$ cat config.mk
export PLATFORM = sky130hd
export DESIGN_NAME = mem_ctrl
export DESIGN_NICKNAME = d
export VERILOG_FILES = /design/src/rtl/mem_ctrl.sv
export SDC_FILE = /design/constraint.sdc
export NUM_CORES = 1
export LEC_CHECK = 0
export ABC_CLOCK_PERIOD_IN_PS = 3300
export BUFFER_PORTS_ARGS = -buffer_cell sky130_fd_sc_hd__buf_4
export CORE_MARGIN = 5
export CORE_UTILIZATION = 53
export DETAILED_ROUTE_END_ITERATION = 8
export PLACE_DENSITY = 0.79
export SYNTH_ARGS = -nofsm -noshare
export SYNTH_HDL_FRONTEND = slang
export SYNTH_SLANG_ARGS = --single-unit
$ cat constraint.sdc
create_clock -name clk -period 3.3 [get_ports clk]
set_input_delay 0.495 -clock clk [delete_from_list [all_inputs] [get_ports clk]]
set_output_delay 0.495 -clock clk [all_outputs]
set_load 0.05 [all_outputs]
$ cat src/rtl/mem_ctrl.sv
// mem_ctrl: arbitrates instruction fetches and load/store requests onto a
// byte-wide RAM with a one-cycle read latency. One request is in flight at
// a time. Loads/stores take priority over fetches. IO stores stall while
// the UART FIFO is full.
module mem_ctrl (
  input  logic        clk,
  input  logic        rst,
  input  logic        rdy,
  input  logic        rollback,
  input  logic        if_en,
  input  logic [31:0] if_addr,
  output logic        if_done,
  output logic [31:0] if_data,
  input  logic        mc_en,
  input  logic        mc_wr,
  input  logic [31:0] mc_addr,
  input  logic [2:0]  mc_len,
  input  logic [31:0] mc_w_data,
  output logic        mc_done,
  output logic [31:0] mc_r_data,
  input  logic [7:0]  mem_din,
  output logic [7:0]  mem_dout,
  output logic [31:0] mem_a,
  output logic        mem_wr,
  input  logic        io_buffer_full
);

  typedef enum logic [1:0] {IDLE, IFETCH, LOAD, STORE} state_t;

  state_t      state_reg, state_next;
  logic [2:0]  cnt_reg, cnt_next;      // bytes captured (read) or written (store)
  logic        pend_reg, pend_next;    // a read byte for cnt_reg arrives on mem_din this cycle
  logic [31:0] addr_reg, addr_next;
  logic [2:0]  len_reg, len_next;
  logic [31:0] wdata_reg, wdata_next;
  logic [31:0] buf_reg, buf_next;      // read assembly buffer
  logic [31:0] if_data_reg, if_data_next;
  logic [31:0] mc_r_data_reg, mc_r_data_next;

  logic        is_io;
  logic [3:0]  issue_idx;              // byte index presented on mem_a this cycle

  assign is_io     = (addr_reg[17:16] == 2'b11);
  assign issue_idx = {1'b0, cnt_reg} + {3'b000, pend_reg};
  assign if_data   = if_data_reg;
  assign mc_r_data = mc_r_data_reg;

  // Next-state, datapath and memory-side outputs
  always_comb begin
    state_next     = state_reg;
    cnt_next       = cnt_reg;
    pend_next      = pend_reg;
    addr_next      = addr_reg;
    len_next       = len_reg;
    wdata_next     = wdata_reg;
    buf_next       = buf_reg;
    if_data_next   = if_data_reg;
    mc_r_data_next = mc_r_data_reg;
    if_done        = 1'b0;
    mc_done        = 1'b0;
    mem_wr         = 1'b0;
    mem_a          = addr_reg + {28'd0, issue_idx};
    mem_dout       = wdata_reg[{cnt_reg[1:0], 3'b000} +: 8];

    if (!rdy) begin
      // Freeze everything; the byte in flight is dropped and re-fetched
      // once rdy returns, because mem_a now points back at cnt_reg.
      pend_next = 1'b0;
    end else begin
      case (state_reg)
        IDLE: begin
          if (mc_en && mc_wr) begin
            // Stores are accepted even during rollback: they are committed.
            state_next = STORE;
            addr_next  = mc_addr;
            len_next   = mc_len;
            wdata_next = mc_w_data;
            cnt_next   = 3'd0;
            pend_next  = 1'b0;
          end else if (!rollback && mc_en) begin
            state_next = LOAD;
            addr_next  = mc_addr;
            len_next   = mc_len;
            cnt_next   = 3'd0;
            pend_next  = 1'b0;
            buf_next   = 32'd0;
          end else if (!rollback && if_en) begin
            state_next = IFETCH;
            addr_next  = if_addr;
            len_next   = 3'd4;
            cnt_next   = 3'd0;
            pend_next  = 1'b0;
            buf_next   = 32'd0;
          end
        end

        IFETCH, LOAD: begin
          if (cnt_reg == len_reg) begin
            // Done cycle: data already sits in the output register.
            if (state_reg == IFETCH) if_done = 1'b1;
            else                     mc_done = 1'b1;
            state_next = IDLE;
          end else if (rollback) begin
            state_next = IDLE;
            pend_next  = 1'b0;
          end else begin
            if (pend_reg) begin
              buf_next[{cnt_reg[1:0], 3'b000} +: 8] = mem_din;
              cnt_next = cnt_reg + 3'd1;
              if (cnt_next == len_reg) begin
                if (state_reg == IFETCH) if_data_next   = buf_next;
                else                     mc_r_data_next = buf_next;
              end
            end
            pend_next = (issue_idx < {1'b0, len_reg});
          end
        end

        STORE: begin
          if (cnt_reg == len_reg) begin
            mc_done    = 1'b1;
            state_next = IDLE;
          end else if (!(is_io && io_buffer_full)) begin
            mem_wr   = 1'b1;
            cnt_next = cnt_reg + 3'd1;
          end
        end

        default: state_next = IDLE;
      endcase
    end
  end

  // State and datapath registers
  always_ff @(posedge clk) begin
    if (rst) begin
      state_reg     <= IDLE;
      cnt_reg       <= 3'd0;
      pend_reg      <= 1'b0;
      addr_reg      <= 32'd0;
      len_reg       <= 3'd0;
      wdata_reg     <= 32'd0;
      buf_reg       <= 32'd0;
      if_data_reg   <= 32'd0;
      mc_r_data_reg <= 32'd0;
    end else begin
      state_reg     <= state_next;
      cnt_reg       <= cnt_next;
      pend_reg      <= pend_next;
      addr_reg      <= addr_next;
      len_reg       <= len_next;
      wdata_reg     <= wdata_next;
      buf_reg       <= buf_next;
      if_data_reg   <= if_data_next;
      mc_r_data_reg <= mc_r_data_next;
    end
  end

endmodule

# Word level (Yosys, flattened, before mapping)
# Cells that the tools add are included.
[word_totals]
ff_bits = 169
n_memories = 0
out_inout_bits = 107
in_bits = 115
word_cells = 104
ram_bits = 0
mem_bits_ro = 0
latch_bits = 0
[classes]
muxes = 49
bitwise_logic = 4
shifts = 3
mul = 0
div_mod_pow = 0
addsub = 4
n_eq_ne = 16
magnitude_cmp = 1
n_reduce_logical = 18
[op_table]
columns = ["operator", "n"]
rows = [
  ["32-bit 2-to-1 mux", 9],
  ["32-bit case mux with 2 select lines", 1],
  ["3-bit 2-to-1 mux", 11],
  ["32-bit by 4-bit adder with 32-bit output", 1],
  ["32-bit bitwise mux", 1],
  ["8-bit by 7-bit variable shift with 32-bit output, first input constant", 1],
  ["32-bit by 6-bit indexed part select with 8-bit output", 1],
  ["8-bit by 7-bit indexed part select with 32-bit output", 1],
  ["7-bit AND reduction", 4],
  ["1-bit 2-to-1 mux", 17],
  ["2-bit inequality test, second input constant", 7],
  ["2-bit 2-to-1 mux", 6],
  ["3-bit case mux with 3 select lines", 1],
  ["3-bit AND reduction", 3],
  ["5-bit negator with 7-bit output", 1],
  ["2-bit == test, second input constant", 3],
  ["3-bit == test", 2],
  ["3-bit inequality test, second input constant", 2],
  ["2-bit case mux with 3 select lines", 1],
  ["3-bit by 1-bit adder with 4-bit output", 1],
  ["1-bit logical AND", 4],
  ["4-bit by 3-bit < comparator with 1-bit output", 1],
  ["4-bit inequality test, second input constant", 1],
  ["1-bit inverter", 4],
  ["9 further kinds", 11],
]

# Logic depth before layout (Yosys ltp)
# Gate-level depths: netlist of the first run.
[depth]
word_depth = 7
depth_mapped = 10
depth_no_buf = 9

# Worst setup path before layout of the first run
# OpenSTA, ideal clock, no wires.
[synth_path]
path_kind = "reg-to-output"
from = "register cnt_reg[0]"
to = "output port mem_a[28]"
t_required_ps = 2805
n_path_buf = 0
path_slack_ps = -283
arrival_time_ps = 3088
stages_incl_launch_ff = 10
cell_sequence = "dfxtp_1 > ha_1 > ha_1 > inv_1 > fa_1 > nand2b_1 > a21oi_1 > nand3_1 > nor3_1 > xor2_1"
[synth_via]
elab_chain_len = 2
[synth_lines]
columns = ["item", "line_no", "source"]
rows = [
  ["start, declared", "31", "logic [2:0] cnt_reg, cnt_next;"],
  ["start signal, assigned", "148", "cnt_reg <= cnt_next;"],
  ["3-bit by 1-bit adder with 4-bit output", "44", "assign issue_idx = {1'b0, cnt_reg} + {3'b000, pend_reg};"],
  ["32-bit by 4-bit adder with 32-bit output", "62", "mem_a = addr_reg + {28'd0, issue_idx};"],
  ["end, declared", "23", "output logic [31:0] mem_a,"],
]
# Every way passes these cells.

# Worst setup path after layout of the first run
[layout_path]
from = "register pend_reg"
to = "output port mem_a[28]"
[layout_via]
elab_chain_len = 2
[layout_lines]
columns = ["item", "line_no", "source"]
rows = [
  ["start, declared", "32", "logic pend_reg, pend_next;"],
  ["start signal, assigned", "149", "pend_reg <= pend_next;"],
  ["3-bit by 1-bit adder with 4-bit output", "44", ""],
  ["32-bit by 4-bit adder with 32-bit output", "62", ""],
]
# Every way passes these cells.

==> results of run 1 <==
-- cell type report --
cell class / instances / area, µm²
fillers: 1231 / 4280
inverters: 20 / 75.07
repair buffers: 246 / 1907
well taps: 211 / 264.0
clock buffers: 19 / 452.9
clock inverters: 13 / 92.59
flip-flops and latches: 169 / 3388
multi-input cells: 678 / 4855
-- per-layer routing --
metal  global-route usage (%)  vias up
met2                    38.69      226
met5                        0        -
li1                         -     3737
met3                    4.049       39
met4                    7.559        0
met1                    33.67     3546
-- per-stage QoR --
| step | setup slack [ns] | std cells | total power (W) | instance area [µm²] |
|---|---|---|---|---|
| 6_report | 0.03060 | 1356 | 0.004886 | 11030 |
| 5_1_grt | -0.06390 | 1356 | 0.005074 | 11030 |
| 4_1_cts | 0.009728 | 1354 | 0.004911 | 10930 |
| 3_5_place_dp | 0.09244 | 1319 | 0.003076 | 10260 |
| 3_3_place_gp | 0.1915 | 1319 | 0.003065 | 10260 |
| 2_1_floorplan | -0.09437 | 941 | 0.002764 | 8451 |
-- worst max-delay path, delay by kind of cell (launching register included) --
family | cells | cell delay, ns
AO/OA/AOI/OAI | 1 | 0.15
XOR/XNOR | 1 | 0.16
adder cells (fa/ha/maj) | 3 | 0.78
buffers and inverters | 3 | 0.35
flip-flops | 1 | 0.36
AND/OR/NAND/NOR | 3 | 0.54
-- logic make-up (layout without fill, tap and decap cells) --
kind of cell | Yosys count | after routing | share of synthesized area, %
buffers and inverters | 94 | 298 | 4.984
and+or+nand+nor | 326 | 326 | 18.69
DFF | 169 | 169 | 40.59
adders and majority gates | 18 | 18 | 2.792
xor gates and xnor gates | 35 | 35 | 3.678
AOI/OAI and AO/OA | 258 | 258 | 23.13
muxes | 41 | 41 | 6.125
-- power by group --
group	total, W	switching, W	internal, W
registers	0.00217	0.0000687	0.00210
clock network	0.00184	0.000833	0.00101
logic	0.000877	0.000560	0.000317
-- cells in the mapped netlist, drive strengths merged, types with 4 or more instances --
cell type	n	area, µm²
dfxtp	169	3383
nor2	118	442.9
a211oi	98	735.7
nand2	84	315.3
a21oi	76	384.1
nor2b	64	400.4
clkbuf	45	168.9
o21ai	37	185.2
mux2i	33	330.3
o41ai	32	505.5
buf	29	171.4
inv	20	75.07
xnor2	18	157.7
ha	17	212.7
xor2	17	148.9
nor3	10	50.05
nand3	9	45.04
mux4	8	180.2
nand4	8	50.05
nand2b	7	43.79
and3	5	36.28
a21o	4	30.03
nor4	4	25.02
-- how the worst max path moves through the flow --
stage                      endpoint  slack (ns)
final                     mem_a[28]        0.03
after global routing      mem_a[28]       -0.06
after CTS                 mem_a[25]        0.01
after detailed placement  mem_a[30]        0.09
after global placement    mem_a[30]        0.19
after floorplan           mem_a[28]       -0.09
-- timing repair --
action                     CTS  global route
buffers inserted             3             2
pin swaps                    3             8
setup endpoints to repair   17            19
gates resized for setup     23            18
==> impl_metrics.ini, run 1 <==
[placement]
io_buffers = 221
gp_congestion = 0.8090
hpwl_um = 15960

[clock_network]
clock_path_buffers = 2
cts_buffers = 17
cts.sink_count = 169
cts_hold_buffers = 0
clockRootBuffer = clkbuf_16
cts_tree = yes
insertion_delay_ns = 0.42
htree_levels = 4
clkSlewWorstSetupHoldPaths_ns = 0.06

[synthesis]
synthCells = 941
syn_avg_cell_area_um2 = 8.857
syn-cell-area_um2 = 8334
postSynth.asyncResetShare_pct = 0
yosys_most_used_dff = dfxtp_1
synth_edf_count = 0
syn_nets = 1074
synth_cell_type_count = 51
ys_ff_latch = 169
synth_warnings = 0
ys_seq_area_share_pct = 40.59

[detailed_routing]
wl_met1_um = 10090
wl_per_cell_um = 16.85
drc = 0
ant_nets = 0
top_layer = met4
routed_via_density = 5.566
first_pass_iters = 5
num_vias = 7548
met2WireLength_um = 10890
wirelength_um = 22850
wl_met3_um = 1369
drtIter0Drc = 552

[worst_hold_path]
hold_path.class = input pin to flip-flop
min_to = len_reg[0]
worstHoldStart = mc_len[0]
hold_depth = 3

[timing]
hold_violations = 0
relSlewSlack_pct = 46.98
maxSlewViolCount = 0
fmax_ghz = 0.3059
worst_pin_slew_ns = 0.7932
hold-worst-slack_ns = 0.3091
finalCritPeriodShare_pct = 99.07
skew_ns = 0.008383
setup_tns_ns = 0
layout_min_cycle_time_ns = 3.269
setup_viol = 0
rsz0062_at_grt = true

[floorplan]
initial_core_util_pct = 54.42
dieWidth_um = 135.4
die_y_um = 135.4
top_level_ports = 222
dieArea_um2 = 18330
core_um2 = 15310
rows = 45

[layout]
areaGrowthSynthToFinish_pct = 32.40
nNetsFinal = 1265
drive_gt1_share_pct = 31.79
mostFrequentLayoutCell = buf_4
final_cell_mix = 237 x buf_4, 167 x dfxtp_1, 113 x nor2_1
final_core_util_pct = 72.05
antennaDiodeCount = 0

[global_routing]
grt_pass1_wl_um = 36290
grt_max_degree = 80
grtUsageTotal_pct = 24.23
grt_overflow = 0
grt_pass1_vias = 7178
antenna_found_initial = 0

[worst_setup_path]
crit_chain = ha_4, ha_4, inv_2, fa_2, nand2b_4, a21oi_2, buf_6, nand3_4, nor3_4, xor2_2, buf_6
critical_path_class = flip-flop to output port
startpoint = pend_reg
critical_path_arrival_ns = 2.77
max_stage_delay_ns = 0.36
r2r-end = buf_reg[24]
path_max_fanout = 5
worstSetupEndpointType = output port
reg2reg_from = cnt_reg[0]
r2r_setup_slack_ns = 0.60
required_ns = 2.80
start_kind = flip-flop
r2r_cells = 6
cpMaxStageDelayCell = dfxtp_4

[pwr]
leakagePower_nw = 4.590
powerDensity_nw_per_um2 = 442.8
irDropWorstVdd_uv = 338.7

[run_status]
outcome = complete, no violations

[job]
drv_cap = 0
No activity file was read; power rests on OpenSTA's default activity.
==> inputs of run 2 (changes only) <==
--- a/config.mk
+++ b/config.mk
@@ -7,10 +7,12 @@
 export LEC_CHECK = 0
 export ABC_CLOCK_PERIOD_IN_PS = 3300
 export BUFFER_PORTS_ARGS = -buffer_cell sky130_fd_sc_hd__buf_4
+export CORE_ASPECT_RATIO = 1.25
 export CORE_MARGIN = 5
-export CORE_UTILIZATION = 53
+export CORE_UTILIZATION = 45
+export CTS_CLUSTER_SIZE = 16
 export DETAILED_ROUTE_END_ITERATION = 8
-export PLACE_DENSITY = 0.79
+export PLACE_DENSITY = 0.69
 export SYNTH_ARGS = -nofsm -noshare
 export SYNTH_HDL_FRONTEND = slang
 export SYNTH_SLANG_ARGS = --single-unit
==> impl_metrics.ini, run 2 (synthesis gave the netlist of run 1 again) <==
[run_status]
outcome = complete, no violations

[detailed_routing]
wl_per_cell_um = 16.98
routed_via_density = 5.424
drtIter0Drc = 423
num_vias = 7474
ant_nets = 0
first_pass_iters = 5
wirelength_um = 23400
drc = 0

[timing]
fmax_ghz = 0.3105
worst_pin_slew_ns = 0.7746
layout_min_cycle_time_ns = 3.220
finalCritPeriodShare_pct = 97.58
rsz0062_at_grt = true
relSlewSlack_pct = 48.22
maxSlewViolCount = 0
layout_setup_ws_ns = 0.07981
skew_ns = 0.009339
hold_violations = 0
setup_viol = 0

[clock_network]
cts_tree = yes
clkSlewWorstSetupHoldPaths_ns = 0.07
insertion_delay_ns = 0.43
htree_levels = 4
clockRootBuffer = clkbuf_16
clock_path_buffers = 2
cts.sink_count = 169
cts_buffers = 17
cts_hold_buffers = 0

[placement]
io_buffers = 221
gp_congestion = 0.8878
dp_slack_ns = 0.1507
hpwl_um = 16510

[worst_setup_path]
critical_path_class = flip-flop to output port
crit_path_end = mem_a[18]
startpoint = pend_reg
start_kind = flip-flop
required_ns = 2.80
critical_path_arrival_ns = 2.73
r2r_setup_slack_ns = 0.56
r2r-end = buf_reg[26]
worstSetupEndpointType = output port
reg2reg_from = cnt_reg[0]
r2r_cells = 6
path_max_fanout = 3

[pwr]
powerDensity_nw_per_um2 = 450.8
irDropWorstVdd_uv = 391.0
leakagePower_nw = 4.612
finalPower_w = 0.005013

[global_routing]
grt_max_degree = 81
grt_pass1_vias = 7272
antenna_found_initial = 0
grt_overflow = 0
grtUsageTotal_pct = 21.30
grt_pass1_wl_um = 37840

[floorplan]
dieWidth_um = 131.7
top_level_ports = 222
core_um2 = 18170
rows = 55
die_y_um = 162.2
dieArea_um2 = 21360
initial_core_util_pct = 45.87

[layout]
antennaDiodeCount = 0
areaGrowthSynthToFinish_pct = 33.43
nNetsFinal = 1270
final_cell_mix = 243 x buf_4, 168 x dfxtp_1, 114 x nor2_1
mostFrequentLayoutCell = buf_4
drive_gt1_share_pct = 32.09

[job]
drv_cap = 0

[worst_hold_path]
hold_path.class = input pin to flip-flop
hold_depth = 3
run 2: cell types whose count changed in the layout (fill, tap and decap cells not counted), sizes merged:
cell,change
bufinv,+1
buf,+5
clkinv,-1
clkinvlp,-1
inv,+2
clkbuf,-1
run 2: final cells by class:
class	instances	area [µm²]
Fill cell	1603	7047
Multi-Input combinational cell	678	4866
Sequential cell	169	3387
Timing Repair Buffer	251	1932
Clock buffer	18	439.2
Tap cell	228	285.3
Clock inverter	14	136.4
Inverter	20	75.07
run 2: power breakdown:
group	leakage [nW]	internal [W]	switching, W	total, W
combinational	2.96	0.000320	0.000567	0.000887
clock	0.279	0.00108	0.000886	0.00196
sequential	1.37	0.00210	0.0000635	0.00216
total	4.61	0.00350	0.00152	0.00501
run 2: routing by layer:
layer  share of wire, %  GRT usage [%]  routed length, µm
met1                 43          27.22              10100
met2                 49          36.18              11560
met3                5.9          5.081               1386
met4                1.5          5.706                348
met5                  0              0                  0
run 2: worst min path at each step:
stage / slack, ns / startpoint / to
2_1_floorplan: 0.43 / wdata_reg[16] / wdata_reg[16]
3_3_place_gp: 0.44 / wdata_reg[21] / wdata_reg[21]
5_1_grt: 0.30 / mc_w_data[19] / wdata_reg[19]
6_report: 0.31 / mc_w_data[19] / wdata_reg[19]
4_1_cts: 0.30 / mc_w_data[19] / wdata_reg[19]
3_5_place_dp: 0.45 / wdata_reg[25] / wdata_reg[25]
run 2: through the flow:
step	utilization (%)	instance area (µm²)	TNS (ns)	std cells	hold slack, ns
final	61.21	11120	0	1378	0.3114
after CTS	60.38	10970	0	1374	0.2964
after detailed placement	56.62	10290	0	1338	0.4456
after global routing	61.21	11120	-0.07572	1378	0.2973
after floorplan	-	8451	-0.09437	941	0.4331
after global placement	56.62	10290	0	1338	0.4410
run 2: what timing repair did:
item,4_1_cts,5_1_grt
buffers inserted,4,4
endpoints found under the setup margin,19,19
pin swaps,4,8
gates cloned,0,0
resized for setup,18,23
run 2: critical path: stages, from the launching register on:
cell and delay [ns]:
dfxtp_4 0.35, ha_4 0.16, ha_4 0.27, inv_2 0.04, fa_2 0.34, nand2b_4 0.16
a21oi_4 0.20, buf_6 0.13, and2_4 0.15, nand4_1 0.14, xnor2_2 0.18, buf_6 0.18
